`src/rtl/fifo_pkg.sv`:
```
// Shared definitions for the FIFO drain path: FIFO geometry, reader FSM
// encoding and a width helper used for counters and pointers.
package fifo_pkg;

  localparam int FIFO_DW    = 32;
  localparam int FIFO_DEPTH = 16;

  typedef enum logic [1:0] {
    ST_IDLE  = 2'd0,
    ST_FETCH = 2'd1,
    ST_STALL = 2'd2
  } rd_state_e;

  // Counter width for a range of n values; never narrower than one bit.
  function automatic int cnt_w(input int n);
    return (n > 1) ? $clog2(n) : 1;
  endfunction

endpackage

```
`src/rtl/fifo_reader_if.sv`:
```
// FIFO read port plus downstream valid/ready stream for the FIFO reader.
// master = the reader, slave = the FIFO/consumer environment.
interface fifo_reader_if
  import fifo_pkg::*;
#(
  parameter int DW = FIFO_DW
);
  logic          fifo_rd;
  logic          fifo_empty;
  logic [DW-1:0] fifo_dout;
  logic [DW-1:0] out_data;
  logic          out_valid;
  logic          out_ready;
  logic          out_last;

  modport master (
    output fifo_rd,
    input  fifo_empty,
    input  fifo_dout,
    output out_data,
    output out_valid,
    output out_last,
    input  out_ready
  );

  modport slave (
    input  fifo_rd,
    output fifo_empty,
    output fifo_dout,
    input  out_data,
    input  out_valid,
    input  out_last,
    output out_ready
  );
endinterface

```
`src/rtl/fifo_reader_buf.sv`:
```
// Small circular holding buffer between FIFO read data and the output stream.
// Caller guarantees no push when full and no pop when empty.
module fifo_reader_buf
  import fifo_pkg::*;
#(
  parameter int  DW    = FIFO_DW,
  parameter int  DEPTH = 3,
  localparam int PW    = cnt_w(DEPTH),
  localparam int OW    = $clog2(DEPTH + 1)
) (
  input  logic          clk,
  input  logic          rst,
  input  logic          push,
  input  logic [DW-1:0] push_data,
  input  logic          pop,
  output logic [DW-1:0] head_data,
  output logic [OW-1:0] occ
);

  logic [DW-1:0] mem_q [DEPTH];
  logic [DW-1:0] mem_d [DEPTH];
  logic [PW-1:0] wr_ptr_q, wr_ptr_d;
  logic [PW-1:0] rd_ptr_q, rd_ptr_d;
  logic [OW-1:0] occ_q, occ_d;

  function automatic logic [PW-1:0] ptr_inc(input logic [PW-1:0] p);
    return (p == PW'(DEPTH - 1)) ? '0 : p + 1'b1;
  endfunction

  always_comb begin
    mem_d    = mem_q;
    wr_ptr_d = wr_ptr_q;
    rd_ptr_d = rd_ptr_q;
    occ_d    = occ_q;
    if (push) begin
      mem_d[wr_ptr_q] = push_data;
      wr_ptr_d        = ptr_inc(wr_ptr_q);
    end
    if (pop) begin
      rd_ptr_d = ptr_inc(rd_ptr_q);
    end
    case ({push, pop})
      2'b10:   occ_d = occ_q + 1'b1;
      2'b01:   occ_d = occ_q - 1'b1;
      default: occ_d = occ_q;
    endcase
  end

  // Storage is cleared too so the stream data reads as zero out of reset.
  always_ff @(posedge clk or negedge rst) begin
    if (!rst) begin
      for (int i = 0; i < DEPTH; i++) begin
        mem_q[i] <= '0;
      end
      wr_ptr_q <= '0;
      rd_ptr_q <= '0;
      occ_q    <= '0;
    end else begin
      for (int i = 0; i < DEPTH; i++) begin
        mem_q[i] <= mem_d[i];
      end
      wr_ptr_q <= wr_ptr_d;
      rd_ptr_q <= rd_ptr_d;
      occ_q    <= occ_d;
    end
  end

  assign head_data = mem_q[rd_ptr_q];
  assign occ       = occ_q;

endmodule

```
`src/rtl/fifo_reader.sv`:
```
// Drains the synchronous FIFO into a valid/ready stream with out_last framing.
// state | meaning: IDLE = no reads (en=0 or FIFO empty) | FETCH = issuing reads | STALL = buffer credit exhausted
module fifo_reader
  import fifo_pkg::*;
#(
  parameter int DW        = FIFO_DW,
  parameter int BUF_DEPTH = 3,
  parameter int BURST_LEN = 4
) (
  input  logic          clk,
  input  logic          rst,
  input  logic          en,
  fifo_reader_if.master bus,
  output logic [15:0]   word_cnt,
  output logic          busy
);

  localparam int OW = $clog2(BUF_DEPTH + 1);
  localparam int CW = OW + 1;
  localparam int BW = cnt_w(BURST_LEN);

  rd_state_e     state_q, state_d;
  logic          inflight_q, inflight_d;
  logic [BW-1:0] beat_q, beat_d;
  logic [15:0]   word_cnt_q, word_cnt_d;

  logic [OW-1:0] occ;
  logic [DW-1:0] head_data;
  logic [CW-1:0] pending;
  logic          credit_ok, credit_full;
  logic          rd_w, valid_w, xfer;

  fifo_reader_buf #(
    .DW    (DW),
    .DEPTH (BUF_DEPTH)
  ) u_buf (
    .clk       (clk),
    .rst       (rst),
    .push      (inflight_q),
    .push_data (bus.fifo_dout),
    .pop       (xfer),
    .head_data (head_data),
    .occ       (occ)
  );

  // Credit counts words already held plus the one still in flight, so the
  // read decision never has to look at out_ready.
  assign pending     = CW'(occ) + CW'(inflight_q);
  assign credit_ok   = pending < CW'(BUF_DEPTH);
  assign credit_full = pending == CW'(BUF_DEPTH);
  assign rd_w        = rst & en & ~bus.fifo_empty & credit_ok;
  assign valid_w     = (occ != '0);
  assign xfer        = valid_w & bus.out_ready;

  always_ff @(posedge clk or negedge rst) begin
    if (!rst) begin
      state_q    <= ST_IDLE;
      inflight_q <= 1'b0;
      beat_q     <= '0;
      word_cnt_q <= '0;
    end else begin
      state_q    <= state_d;
      inflight_q <= inflight_d;
      beat_q     <= beat_d;
      word_cnt_q <= word_cnt_d;
    end
  end

  always_comb begin
    state_d = state_q;
    if (!en || bus.fifo_empty) begin
      state_d = ST_IDLE;
    end else begin
      case (state_q)
        ST_IDLE:  state_d = ST_FETCH;
        ST_FETCH: if (credit_full) state_d = ST_STALL;
        ST_STALL: if (xfer) state_d = ST_FETCH;
        default:  state_d = ST_IDLE;
      endcase
    end
  end

  always_comb begin
    inflight_d = rd_w;
    beat_d     = beat_q;
    word_cnt_d = word_cnt_q;
    if (xfer) begin
      beat_d     = (beat_q == BW'(BURST_LEN - 1)) ? '0 : beat_q + 1'b1;
      word_cnt_d = word_cnt_q + 16'd1;
    end
  end

  always_comb begin
    bus.fifo_rd   = rd_w;
    bus.out_valid = valid_w;
    bus.out_data  = head_data;
    bus.out_last  = valid_w & (beat_q == BW'(BURST_LEN - 1));
    word_cnt      = word_cnt_q;
    busy          = valid_w | inflight_q;
  end

endmodule

```
`src/flat_wrapper.sv`:
```
// flat-port wrapper written by rule: the top's interface ports become plain ports
module fifo_reader_flat import fifo_pkg::*;
#(
  parameter int DW        = FIFO_DW,
  parameter int BUF_DEPTH = 3,
  parameter int BURST_LEN = 4
)
  (clk, rst, en, word_cnt, busy, bus_fifo_rd, bus_fifo_empty, bus_fifo_dout, bus_out_data, bus_out_valid, bus_out_last, bus_out_ready);
  fifo_reader_if #(.DW(DW)) bus_i ();
  input  logic clk;
  input  logic rst;
  input  logic en;
  output logic [15:0] word_cnt;
  output logic busy;
  output wire logic [$bits(bus_i.fifo_rd)-1:0] bus_fifo_rd;
  input wire logic [$bits(bus_i.fifo_empty)-1:0] bus_fifo_empty;
  input wire logic [$bits(bus_i.fifo_dout)-1:0] bus_fifo_dout;
  output wire logic [$bits(bus_i.out_data)-1:0] bus_out_data;
  output wire logic [$bits(bus_i.out_valid)-1:0] bus_out_valid;
  output wire logic [$bits(bus_i.out_last)-1:0] bus_out_last;
  input wire logic [$bits(bus_i.out_ready)-1:0] bus_out_ready;
  assign bus_fifo_rd = bus_i.fifo_rd;
  assign bus_i.fifo_empty = bus_fifo_empty;
  assign bus_i.fifo_dout = bus_fifo_dout;
  assign bus_out_data = bus_i.out_data;
  assign bus_out_valid = bus_i.out_valid;
  assign bus_out_last = bus_i.out_last;
  assign bus_i.out_ready = bus_out_ready;
  fifo_reader #(.DW(DW), .BUF_DEPTH(BUF_DEPTH), .BURST_LEN(BURST_LEN)) u_core (.clk(clk), .rst(rst), .en(en), .bus(bus_i), .word_cnt(word_cnt), .busy(busy));
endmodule
```
`config.mk`:
```
export PLATFORM = sky130hd
export DESIGN_NAME = fifo_reader_flat
export DESIGN_NICKNAME = d
export VERILOG_FILES = /design/src/rtl/fifo_pkg.sv /design/src/rtl/fifo_reader_if.sv /design/src/rtl/fifo_reader_buf.sv /design/src/rtl/fifo_reader.sv /design/src/flat_wrapper.sv
export SDC_FILE = /design/constraint.sdc
export NUM_CORES = 1
export LEC_CHECK = 0
export ABC_CLOCK_PERIOD_IN_PS = 3100
export CAP_MARGIN = 20
export CELL_PAD_IN_SITES_DETAIL_PLACEMENT = 0
export CELL_PAD_IN_SITES_GLOBAL_PLACEMENT = 2
export CORE_MARGIN = 8
export CORE_UTILIZATION = 40
export CTS_BUF_LIST = sky130_fd_sc_hd__clkbuf_4 sky130_fd_sc_hd__clkbuf_8
export CTS_CLUSTER_SIZE = 28
export DETAILED_ROUTE_END_ITERATION = 8
export PLACE_DENSITY = 0.92
export SLEW_MARGIN = 20
export SYNTH_ARGS = -nofsm -noshare
export SYNTH_HDL_FRONTEND = slang
export SYNTH_SLANG_ARGS = --single-unit
```
`constraint.sdc`:
```
create_clock -name clk -period 3.1 [get_ports clk]
set_clock_uncertainty 0.2 [all_clocks]
set_input_delay 0.31 -clock clk [delete_from_list [all_inputs] [get_ports clk]]
set_output_delay 0.31 -clock clk [all_outputs]
set_load 0.02 [all_outputs]
```
==> flow_summary.ini, run 1 <==
[setup_path]
critPathLaunch = u_core.u_buf.rd_ptr_q[0]$_DFFE_PN0P_
end_kind = output pin
critPathMaxFanout = 24
cp.required_ns = 2.59
path_class = reg2out
critPathLaunchType = flop
r2r-start = u_core.u_buf.occ[0]$_DFFE_PN0P_
critPathArrivalTime_ns = 2.37

[yosys]
synth_simple_gate_area_share_pct = 6.50
ys_seq_area_share_pct = 56.6
synthCells = 414
yosys.cell_count.top_type = dfrtp_1
yosysWarnings = 0
yosysTopAreaCell = dfrtp_1
synth-async-reset-ratio_pct = 100
syn_avg_cell_area_um2 = 12.9
synth_top_area_share_pct = 56.6
synthMuxAreaShare_pct = 26.2
synth_edf_count = 0
synth_top_family_by_area = multiplexers
netlist_area_mm2 = 0.00535
synth_fa_ha_area_share_pct = 1.17
synth_xor_area_share_pct = 2.94
synthDistinctLibCells = 31
synth_area_leaders = dfrtp_1 (57%), mux2_2 (19%), mux2i_1 (6.0%), nand2_1 (3.1%), o21ai_0 (3.1%)
synth_compound_area_share_pct = 3.93
synth_fp_nets = 456
synthFlopType = dfrtp_1
synth_common_cells = dfrtp_1 (121), mux2_2 (92), nand2_1 (44), o21ai_0 (33), mux2i_1 (32)
ys_ff_latch = 121

[power]
switching_share_pct = 35.5
intPower_uw = 4690
peakVddDrop_uv = 746
clock_power_share_pct = 17.1
seq_power_share_pct = 38.5
cellLeakagePower_uw = 0.00290
combPwrFrac_pct = 44.3
power.density_mw_per_mm2 = 1070
p_sw_uw = 2570
power_uw = 7260

[clock_tree]
cts_tree = built
numCtsBuffers = 17
clock_latency_ns = 0.43
post-cts-setup-buffer-count = 0
cts_num_sinks = 121
cts_root_buf = clkbuf_8
htree_num_levels = 4
clockBufferDepth = 2
clkTransAtPathRegs_ns = 0.07

[timing]
min_period_ns = 2.88
finalSetupViolCount = 0
fin_crit_sh_pct = 92.8
tightest_slew_ns = 0.901
hold_viol = 0
fin_tns_setup_ns = 0
rsz0062_at_grt = no
slew_violations = 0
max_clock_freq_ghz = 0.347
max-slew-margin-rel_pct = 39.9
holdWs_ns = 0.223

[die]
die_x_um = 132
rows = 42
ios = 89
die_h_um = 132
core-area_mm2 = 0.0131
die_area_mm2 = 0.0173
start_util_pct = 40.8

[drt]
num_vias = 3480
drc = 0
vias_per_cell = 5.00
first_iter_violations = 157
post_drt_wl_per_cell_um = 16.9
drt-total-wl_mm = 11.8
final_antenna_net_count = 0
first_pass_iters = 4

[layout]
final_cells = 696
nets = 550
fillers = 1163
antennaDiodeCount = 0
drive_gt1_share_pct = 27.7
syn_to_final_growth_pct = 26.5
regArea_mm2 = 0.00303
multi_input_area_mm2 = 0.00219
postLayoutCellArea_mm2 = 0.00677

[global_route]
grt_pass1_wl_mm = 19.7
antenna_found_initial = 0
grt_use_total_pct = 14.2
grt_pass1_vias = 3795
gr-total-overflow = 0
grt_start_max_net_pins = 65

[status]
status = finished, final reports clean

[placement]
place.gp.congestion = 0.703
io_buffers = 88
dp_hpwl_mm = 7.68
place_area_mm2 = 0.00641
post-place-cells = 664

[min_path]
holdCritStartpoint = bus_fifo_empty
worstHoldPathType = in2reg

[flow_run]
maxCapViolCount = 0
-- path summary, 6_finish.rpt --
check | depth (start not counted) | slack, ns | endpoint
setup / recovery | 5 | 0.22 | bus_out_data[30]
hold / removal | 2 | 0.22 | u_core.inflight_q$_DFF_PN0_
setup reg to reg | 6 | 0.92 | u_core.u_buf.occ[1]$_DFFE_PN0P_
hold reg to reg | 1 | 0.27 | u_core.word_cnt[15]$_DFFE_PN0P_
max in group asynchronous | 4 | 0.91 | u_core.u_buf.rd_ptr_q[0]$_DFFE_PN0P_
min in group asynchronous | 3 | 0.40 | u_core.word_cnt[5]$_DFFE_PN0P_
-- state kept, by name, summed over array words and instances, names as in the netlist --
name                   count
u_core.beat_q              2
u_core.inflight_q          1
u_core.u_buf.mem_q        96
u_core.u_buf.rd_ptr_q      2
u_core.u_buf.occ           2
u_core.u_buf.wr_ptr_q      2
u_core.word_cnt           16
-- cells by family (layout without fill, tap and decap cells) --
group / after synthesis / in the layout
buffers and inverters: 28 / 134
XOR/XNOR: 18 / 18
multiplexers: 128 / 128
adder cells (fa/ha/maj): 5 / 5
AO/OA/AOI/OAI: 39 / 39
flip-flops: 121 / 121
AND/OR/NAND/NOR: 75 / 75
-- layer usage --
metal  vias to the layer above  GRT usage, %  share of wire (%)
met4                         0          5.17                1.1
met2                        77          22.4                 47
met1                      1757          17.4                 46
li1                       1635             -                  -
met3                        11          5.49                5.6
met5                         -             0                  0
-- what timing repair did --
| action | in CTS | in global routing |
|---|---|---|
| endpoints found under the setup margin | 1 | 11 |
| resized for setup | 1 | 2 |
| hold buffers | 1 | 0 |
| pin swaps | 0 | 0 |
| endpoints found under the hold margin | 58 | 0 |
-- stage by stage --
stage / setup WS, ns / util, %
2_1_floorplan: 0.459 / -
3_3_place_gp: 0.460 / 48.8
3_5_place_dp: 0.460 / 48.8
4_1_cts: 0.0312 / 51.5
5_1_grt: 0.0650 / 51.6
6_report: 0.222 / 51.6
-- power by group through the flow --
stage	Combinational [uW]	Clock, uW	Sequential, uW
5_1_grt	3490	1370	2910
4_1_cts	3290	1290	2800
3_5_place_dp	3270	0	2830
3_3_place_gp	3210	0	2780
2_1_floorplan	1990	0	2680
6_report	3220	1240	2800
-- placed cells by master (no fill, tap or decap), types with 7 or more instances in the layout --
cell             count
dfrtp_1            120
buf_4                9
mux2i_1             32
clkdlybuf4s50_1     86
clkbuf_4             8
clkbuf_8            20
xnor2_1             12
nand2_1             44
mux2_2              92
nor2_1               7
o21ai_0             33
-- cell type report --
type	count	share of cell area [%]
clock buffer	28	4.95
clock inverter	3	0.222
inverter	5	0.277
multi-input combinational	265	32.4
sequential	121	44.8
tap	176	3.25
timing repair buffer	98	14.1
-- critical path, stage by stage, from the launching register on --
cell,delay (ns)
dfrtp_4,0.62
nor2b_2,0.20
buf_6,0.26
nand2_1,0.08
o21ai_0,0.11
clkdlybuf4s50_1,0.66
(Power assumes the default switching activity.)
==> run 2: changes to the inputs <==
- CTS_CLUSTER_DIAMETER: default -> 200
- SLEW_MARGIN: 20 -> default
==> results of run 2 <==
Final layout, timing and power as in run 1 (identical DEF).
==> run 3: changes to the inputs <==
- CAP_MARGIN: 20 -> default
==> results of run 3 <==
Final layout, timing and power as in run 1 (identical DEF).
